[config.mk]
export PLATFORM = sky130hd
export DESIGN_NAME = csr_access_unit
export DESIGN_NICKNAME = d
export VERILOG_FILES = /design/src/rtl/csr_access_unit.sv
export SDC_FILE = /design/constraint.sdc
export NUM_CORES = 1
export LEC_CHECK = 0
export BUFFER_PORTS_ARGS = -buffer_cell sky130_fd_sc_hd__buf_2
export CAP_MARGIN = 0
export CORE_MARGIN = 2
export CORE_UTILIZATION = 40
export DETAILED_ROUTE_END_ITERATION = 12
export SLEW_MARGIN = 25
export SYNTH_ARGS = -nofsm -noshare
export SYNTH_HDL_FRONTEND = slang
export SYNTH_SLANG_ARGS = --single-unit
[constraint.sdc]
create_clock -name clk -period 2.9 [get_ports clk]
set_clock_uncertainty 0.15 [all_clocks]
set_input_delay 0.29 -clock clk [delete_from_list [all_inputs] [get_ports clk]]
set_output_delay 0.29 -clock clk [all_outputs]
set_load 0.01 [all_outputs]
[src/rtl/csr_access_unit.sv]
`default_nettype none
// ---------------------------------------------------------------------------
// csr_access_unit : sequences one Zicsr instruction (read, optional write,
//                   response) against an external combinational CSR file.
// Revision: 1.0
// ---------------------------------------------------------------------------
module csr_access_unit #(
  parameter int XLEN = 64
) (
  input  logic            clk,
  input  logic            reset,
  input  logic            req_valid,
  output logic            req_ready,
  input  logic [2:0]      req_funct3,
  input  logic [11:0]     req_csr_addr,
  input  logic [XLEN-1:0] req_rs1_val,
  input  logic [4:0]      req_rs1_idx,
  input  logic [XLEN-1:0] req_pc,
  output logic            resp_valid,
  input  logic            resp_ready,
  output logic [XLEN-1:0] resp_rdata,
  output logic            resp_illegal,
  output logic [XLEN-1:0] trap_pc,
  output logic [11:0]     csr_addr,
  output logic            csr_we,
  output logic [XLEN-1:0] csr_wdata,
  input  logic [XLEN-1:0] csr_rdata,
  input  logic            csr_illegal
);

  typedef enum logic [1:0] {
    S_IDLE  = 2'd0,
    S_READ  = 2'd1,
    S_WRITE = 2'd2,
    S_RESP  = 2'd3
  } state_t;

  state_t            state_q,        state_d;
  logic [2:0]        funct3_q,       funct3_d;
  logic [11:0]       addr_q,         addr_d;
  logic [XLEN-1:0]   rs1_val_q,      rs1_val_d;
  logic [4:0]        rs1_idx_q,      rs1_idx_d;
  logic [XLEN-1:0]   pc_q,           pc_d;
  logic [XLEN-1:0]   csr_wdata_q,    csr_wdata_d;
  logic [XLEN-1:0]   resp_rdata_q,   resp_rdata_d;
  logic              resp_illegal_q, resp_illegal_d;
  logic [XLEN-1:0]   trap_pc_q,      trap_pc_d;

  logic [XLEN-1:0]   operand;
  logic [XLEN-1:0]   new_val;
  logic              write_req;
  logic              illegal_now;

  // Immediate forms take the 5-bit zimm from the rs1 field, zero-extended.
  always_comb begin
    operand = funct3_q[2] ? {{(XLEN-5){1'b0}}, rs1_idx_q} : rs1_val_q;
    case (funct3_q[1:0])
      2'b01:   new_val = operand;
      2'b10:   new_val = csr_rdata | operand;
      2'b11:   new_val = csr_rdata & ~operand;
      default: new_val = '0;
    endcase
    write_req   = (funct3_q[1:0] == 2'b01) || (rs1_idx_q != 5'd0);
    illegal_now = (funct3_q[1:0] == 2'b00) || csr_illegal
                  || (write_req && (addr_q[11:10] == 2'b11));
  end

  always_comb begin
    state_d        = state_q;
    funct3_d       = funct3_q;
    addr_d         = addr_q;
    rs1_val_d      = rs1_val_q;
    rs1_idx_d      = rs1_idx_q;
    pc_d           = pc_q;
    csr_wdata_d    = csr_wdata_q;
    resp_rdata_d   = resp_rdata_q;
    resp_illegal_d = resp_illegal_q;
    trap_pc_d      = trap_pc_q;

    case (state_q)
      S_IDLE: begin
        if (req_valid) begin
          funct3_d  = req_funct3;
          addr_d    = req_csr_addr;
          rs1_val_d = req_rs1_val;
          rs1_idx_d = req_rs1_idx;
          pc_d      = req_pc;
          state_d   = S_READ;
        end
      end
      S_READ: begin
        resp_illegal_d = illegal_now;
        resp_rdata_d   = illegal_now ? '0 : csr_rdata;
        trap_pc_d      = illegal_now ? pc_q : '0;
        if (!illegal_now && write_req) begin
          csr_wdata_d = new_val;
          state_d     = S_WRITE;
        end else begin
          state_d     = S_RESP;
        end
      end
      S_WRITE: begin
        csr_wdata_d = '0;
        state_d     = S_RESP;
      end
      S_RESP: begin
        if (resp_ready) begin
          resp_rdata_d   = '0;
          resp_illegal_d = 1'b0;
          trap_pc_d      = '0;
          state_d        = S_IDLE;
        end
      end
      default: state_d = S_IDLE;
    endcase
  end

  always_ff @(posedge clk) begin
    if (reset) begin
      state_q        <= S_IDLE;
      funct3_q       <= '0;
      addr_q         <= '0;
      rs1_val_q      <= '0;
      rs1_idx_q      <= '0;
      pc_q           <= '0;
      csr_wdata_q    <= '0;
      resp_rdata_q   <= '0;
      resp_illegal_q <= 1'b0;
      trap_pc_q      <= '0;
    end else begin
      state_q        <= state_d;
      funct3_q       <= funct3_d;
      addr_q         <= addr_d;
      rs1_val_q      <= rs1_val_d;
      rs1_idx_q      <= rs1_idx_d;
      pc_q           <= pc_d;
      csr_wdata_q    <= csr_wdata_d;
      resp_rdata_q   <= resp_rdata_d;
      resp_illegal_q <= resp_illegal_d;
      trap_pc_q      <= trap_pc_d;
    end
  end

  // Strobes are masked by reset so an aborted request never writes or responds.
  assign req_ready    = (state_q == S_IDLE);
  assign resp_valid   = (state_q == S_RESP) && !reset;
  assign csr_we       = (state_q == S_WRITE) && !reset;
  assign csr_addr     = ((state_q == S_READ) || (state_q == S_WRITE)) ? addr_q : 12'd0;
  assign csr_wdata    = csr_wdata_q;
  assign resp_rdata   = resp_rdata_q;
  assign resp_illegal = resp_illegal_q;
  assign trap_pc      = trap_pc_q;

endmodule
`default_nettype wire

==> results.json, run 1 <==
{
  "clk_pin_slew_ns": 0.06,
  "drv_slew": 0,
  "worstSetupPathType": "reg -> reg",
  "yosys.area.top_type": "dfxtp_1",
  "maxSlewHeadroom": 0.424,
  "die_area_um2": 36600,
  "wl_um": 49000,
  "clkLatencyLatePin_ns": 0.52,
  "power_switching_uw": 5780,
  "dp_hpwl_um": 30700,
  "cp_top_family": "compound AO/OA/AOI/OAI gates",
  "utilization": 0.577,
  "grt_overflow_total": 0,
  "crit_arrival_ns": 2.88,
  "dp_cells": 2519,
  "h-tree-depth": 2,
  "critPathRequiredTime_ns": 3.19,
  "critPathBufInv": 2,
  "syn_area_per_cell_um2": 7.96,
  "grtUsageTotal": 0.257,
  "io_buffers": 424,
  "via_count": 14365,
  "ys_seq_elements": 343,
  "startpoint_type": "register",
  "fp.coreArea_um2": 34500,
  "vias_per_cell": 5.12,
  "drc": 0,
  "synthMuxAreaShare": 0.0914,
  "p_comb_frac": 0.337,
  "yosys_warnings": 0,
  "finalCritPeriodShare": 0.895,
  "yosys-top-cells-area": "dfxtp_1 49%, nand2_1 16%, a21oi_1 9.9%",
  "syn-cell-area_um2": 14000,
  "setup_viol": 0,
  "p_clk_frac": 0.308,
  "worst_slew_pin_slew_ns": 0.862,
  "worstHoldPathType": "in -> reg",
  "clockBufferDepth": 3,
  "rsz0062_at_grt": "no",
  "synth-edff-count": 0,
  "power.leakage_uw": 0.00853,
  "num_rows": 68,
  "ir_drop_uv": 565,
  "ys_types": 33,
  "status": "finished clean",
  "antenna_found_initial": 5,
  "final_cells": 2803,
  "synth_top_area_frac": 0.490,
  "slowest_stage": "a21oi_4",
  "antenna_left": 0,
  "drive_gt1_frac": 0.227,
  "min_period_ns": 2.59,
  "die_h_um": 191,
  "crit_chain": "inv_1 -> ha_1 -> nor2b_4 -> a21oi_4 -> buf_4 -> nand2_1 -> a21oi_1",
  "grt_max_degree": 116,
  "routabilityCongestion": 0.838,
  "synth-simple-area-share": 0.231,
  "synth-adder-area-share": 0.00357,
  "synth_top_family_by_area": "simple AND/OR/NAND/NOR gates",
  "p_per_area_nw_per_um2": 804,
  "ys_seq_area_frac": 0.490,
  "nNetsFinal": 2538,
  "die_x_um": 191,
  "first_global_vias": 13841,
  "hold_viol_final": 0,
  "fin_area_um2": 19900,
  "drv_cap": 0,
  "critical_path_peak_fanout": 26,
  "cts_tree": "done",
  "yosysMostFrequentCell": "nand2_1",
  "internal_power_uw": 10200,
  "netlist_instances": 1761,
  "syn-num-nets": 1982,
  "initial_core_util": 0.406,
  "drt_iter0_drc": 858,
  "synth_common_cells": "613 x nand2_1, 343 x dfxtp_1, 278 x a21oi_1",
  "cp-end-kind": "register",
  "synth_compound_area_frac": 0.135,
  "grt_pass1_wl_um": 75600,
  "area_growth_pct": 42.0,
  "ios": 425,
  "placed_area_um2": 16500,
  "fin_setup_tns_ns": 0,
  "synthXorXnorAreaFrac": 0.000625,
  "max_freq_ghz": 0.385,
  "slowest_delay_ns": 0.69,
  "detail_route.wl_per_cell_um": 17.5,
  "clock-root-buffer": "clkbuf_16",
  "cts_buffers": 39,
  "switching_share": 0.361,
  "async_flop_share": 0,
  "drt_pre_antenna_iters": 5,
  "cts.sinks": 343,
  "synthFlopType": "dfxtp_1",
  "sequentialPowerShare": 0.355
}
[tightest hold or removal path, stage by stage]
cell and delay, ns:
buf_2 0.13, nand2b_1 0.17, a31oi_1 0.10, nor2_1 0.08
[cells in the final DEF (no fill, tap or decap), types with 2 or more instances in the layout]
cell,instances
ha_1,4
clkbuf_8,9
nor2b_1,3
o21ai_0,64
buf_4,23
clkbuf_1,11
clkbuf_16,39
buf_12,11
dfxtp_1,341
o2111ai_1,5
dfxtp_2,2
mux2i_1,128
o21ai_1,5
diode_2,4
nand4_1,64
nor2_4,2
and2_1,13
buf_2,423
dlygate4sd3_1,212
bufinv_16,3
inv_1,3
clkinv_2,4
nor2_1,2
nand2b_1,63
nand2_1,612
a21oi_1,277
[final cells by class]
class                      count  area [um2]
antenna                        4        10.0
multi-input combinational   1259        6540
inverter                       4        15.0
tap                          455         569
timing repair buffer         670        4650
fill                        3230       14600
sequential                   343        6870
clock inverter                 9         126
clock buffer                  59        1140
[through the flow]
step | worst slack, ns | power [uW] | hold WS (ns)
finish | 0.305 | 16000 | 0.147
global route | 0.0727 | 16900 | 0.167
CTS | 0.292 | 16100 | 0.127
detailed placement | 0.315 | 11000 | 0.290
global placement | 0.421 | 10900 | 0.286
floorplan | 0.830 | 9280 | 0.276
[power by group through the flow]
stage          registers [uW]  clock network, uW  logic [uW]
3_5_place_dp             5780                  0        5190
6_report                 5690               4930        5400
2_1_floorplan            5780                  0        3500
4_1_cts                  5680               5020        5430
5_1_grt                  5760               5230        5890
3_3_place_gp             5760                  0        5130
[kinds of logic after synthesis]
kind of cell               after synthesis
AOI/OAI and AO/OA                      362
xor gates and xnor gates                 1
adders and majority gates                4
buffers and inverters                  159
DFF                                    343
muxes                                  128
and+or+nand+nor                        764
[timing repair]
action | in CTS | in global routing
hold buffers | 212 | 0
hold endpoints to repair | 212 | 0
resized for setup | 0 | 0
buffers inserted | 0 | 0
[sequential cells by signal, indices dropped and copies added (netlist names)]
name / flops
addr_q: 12
funct3_q: 3
trap_pc: 64
csr_wdata: 64
rs1_idx_q: 5
rs1_val_q: 64
resp_rdata: 64
state_q: 2
resp_illegal: 1
pc_q: 64
[layer usage]
layer / track usage / share of wire / vias to the layer above
li1: - / - / 6959
met1: 0.337 / 0.43 / 6723
met2: 0.418 / 0.46 / 565
met3: 0.0571 / 0.076 / 116
met4: 0.0867 / 0.033 / 2
met5: 0 / 0.00027 / -
[worst paths after layout]
path,from,endpoint,slack [ns],depth (start not counted)
setup / recovery,state_q[1]$_SDFFE_PP0P_,resp_rdata[25]$_SDFFE_PP0P_,0.31,7
hold / removal,resp_ready,state_q[1]$_SDFFE_PP0P_,0.15,4
setup reg to reg,state_q[1]$_SDFFE_PP0P_,resp_rdata[25]$_SDFFE_PP0P_,0.31,7
hold reg to reg,trap_pc[7]$_SDFFE_PP0P_,trap_pc[7]$_SDFFE_PP0P_,0.30,2
No activity file was read; power rests on OpenSTA's default activity.
==> run 2, diff against run 1 <==
--- a/config.mk
+++ b/config.mk
@@ -8,8 +8,9 @@
 export BUFFER_PORTS_ARGS = -buffer_cell sky130_fd_sc_hd__buf_2
 export CAP_MARGIN = 0
 export CORE_MARGIN = 2
-export CORE_UTILIZATION = 40
+export CORE_UTILIZATION = 52
 export DETAILED_ROUTE_END_ITERATION = 12
+export PLACE_DENSITY = 0.81
 export SLEW_MARGIN = 25
 export SYNTH_ARGS = -nofsm -noshare
 export SYNTH_HDL_FRONTEND = slang
==> run 2 against run 1 <==
- non-clock buffer count fell by 7
- utilization up 16 points
- global-route usage is 8.7 points higher
- critical path depth shrank 1
- critical endpoint is now trap_pc[26]$_SDFFE_PP0P_
==> results.json, run 2 (synthesized netlist as in run 1, its figures left out) <==
{
  "max_freq_ghz": 0.403,
  "cts_tree": "done",
  "die_x_um": 168,
  "cp-end-kind": "register",
  "startpoint_type": "register",
  "final-seq-area_um2": 6870,
  "power.leakage_uw": 0.00845,
  "nNetsFinal": 2529,
  "timing.rr.end": "trap_pc[26]$_SDFFE_PP0P_",
  "antenna_found_initial": 5,
  "clkLatencyLatePin_ns": 0.51,
  "drv_slew": 0,
  "cts_setup_buffers": 0,
  "die_h_um": 168,
  "grt_max_degree": 150,
  "clock-root-buffer": "clkbuf_16",
  "status": "finished clean",
  "num_rows": 60,
  "worstSetupPathType": "reg -> reg",
  "clockBufferDepth": 3,
  "crit_arrival_ns": 2.76,
  "fin_setup_tns_ns": 0,
  "critPathBufInv": 1,
  "p_comb_frac": 0.339,
  "worst_slew_pin_slew_ns": 0.832,
  "hold_depth": 4,
  "cts.sinks": 343,
  "antenna_left": 0,
  "slowest_stage": "nor2_4",
  "cp-endpoint": "trap_pc[26]$_SDFFE_PP0P_",
  "drc": 0,
  "path_depth": 6,
  "cts_buffers": 37,
  "worstHoldPathType": "in -> reg",
  "first_global_vias": 14989,
  "power_switching_uw": 5780,
  "ios": 425,
  "r2r-start": "state_q[0]$_SDFFE_PP0P_",
  "cp-startpoint": "state_q[0]$_SDFFE_PP0P_",
  "ir_drop_uv": 607,
  "internal_power_uw": 10000,
  "r2r_slack_ns": 0.42,
  "vias_per_cell": 5.76,
  "slowest_delay_ns": 0.51,
  "critPathRequiredTime_ns": 3.18,
  "worstRegToRegCells": 6,
  "fin_ws_ns": 0.416,
  "fp.coreArea_um2": 26700,
  "hold_viol_final": 0,
  "cp_top_family": "simple AND/OR/NAND/NOR gates",
  "io_buffers": 424,
  "grt_overflow_total": 0,
  "fin_area_um2": 19600,
  "utilization": 0.734,
  "wl_um": 51000,
  "area_growth_pct": 39.9,
  "multi_input_area_um2": 6530,
  "rsz0062_at_grt": "no",
  "placed_area_um2": 16300,
  "detail_route.wl_per_cell_um": 19.0,
  "setup_viol": 0,
  "layout_commonest_cell": "nand2_1",
  "finalCritPeriodShare": 0.856,
  "min_period_ns": 2.48,
  "dp_hpwl_um": 28500,
  "layout_common_cells": "612 x nand2_1, 423 x buf_2, 341 x dfxtp_1",
  "drt_iter0_drc": 1843,
  "sequentialPowerShare": 0.363,
  "p_per_area_nw_per_um2": 805,
  "maxSlewHeadroom": 0.445,
  "p_clk_frac": 0.299,
  "p_total_uw": 15800,
  "grtUsageTotal": 0.344,
  "grt_pass1_wl_um": 78800,
  "pre_cts_ws_ns": 0.531,
  "drv_cap": 0,
  "routabilityCongestion": 0.863,
  "die_area_um2": 28300,
  "clk_pin_slew_ns": 0.06,
  "crit_chain": "ha_1 -> nand2b_1 -> nor2_4 -> buf_4 -> o21ai_0 -> a21oi_1",
  "switching_share": 0.366,
  "drive_gt1_frac": 0.225,
  "via_count": 15411,
  "h-tree-depth": 2,
  "initial_core_util": 0.525,
  "n_fill_cell": 1776,
  "critical_path_peak_fanout": 36,
  "drt_pre_antenna_iters": 6
}
==> run 2: cell type report <==
class | count | share of cell area
Timing Repair Buffer | 663 | 0.233
Multi-Input combinational cell | 1259 | 0.333
Clock inverter | 12 | 0.00714
Inverter | 4 | 0.000765
Tap cell | 341 | 0.0217
Antenna cell | 4 | 0.000510
Clock buffer | 51 | 0.0540
Sequential cell | 343 | 0.350
==> run 2: worst min path at each step <==
stage,startpoint,endpoint,slack (ns)
2_1_floorplan,req_csr_addr[0],addr_q[0]$_SDFFE_PP0P_,0.28
5_1_grt,req_valid,rs1_val_q[50]$_SDFFE_PP0P_,0.15
3_3_place_gp,trap_pc[38]$_SDFFE_PP0P_,trap_pc[38]$_SDFFE_PP0P_,0.29
4_1_cts,req_valid,funct3_q[2]$_SDFFE_PP0P_,0.12
3_5_place_dp,trap_pc[8]$_SDFFE_PP0P_,trap_pc[8]$_SDFFE_PP0P_,0.29
6_report,req_valid,funct3_q[2]$_SDFFE_PP0P_,0.13
==> run 2: routing by layer <==
layer / track usage / vias up / routed length [um] / part of all wire
met3: 0.0919 / 264 / 5390 / 0.11
met5: 0 / - / 27 / 0.00053
li1: - / 6928 / - / -
met2: 0.578 / 1072 / 24100 / 0.47
met4: 0.197 / 4 / 3100 / 0.061
met1: 0.398 / 7143 / 18400 / 0.36
==> run 2: metrics by stage <==
step	instances	hold slack (ns)
2_1_floorplan	1761	0.276
5_1_grt	2676	0.145
3_3_place_gp	2398	0.285
4_1_cts	2673	0.122
6_report	2677	0.132
3_5_place_dp	2398	0.291
==> run 2: tightest hold or removal path: stages <==
cell and delay (ns):
buf_2 0.13, and2_4 0.21, nand2_1 0.07, a21oi_1 0.05
==> run 2: repair_timing <==
item | CTS | global route
hold endpoints to repair | 212 | 0
hold buffers | 212 | 0
gates resized for setup | 0 | 0
==> run 2: power by group through the flow <==
stage | clock, uW | combinational (uW) | sequential, uW
final | 4710 | 5350 | 5720
after global routing | 4920 | 5750 | 5770
after CTS | 4740 | 5210 | 5690
after detailed placement | 0 | 4970 | 5790
after global placement | 0 | 4880 | 5750
after floorplan | 0 | 3500 | 5780
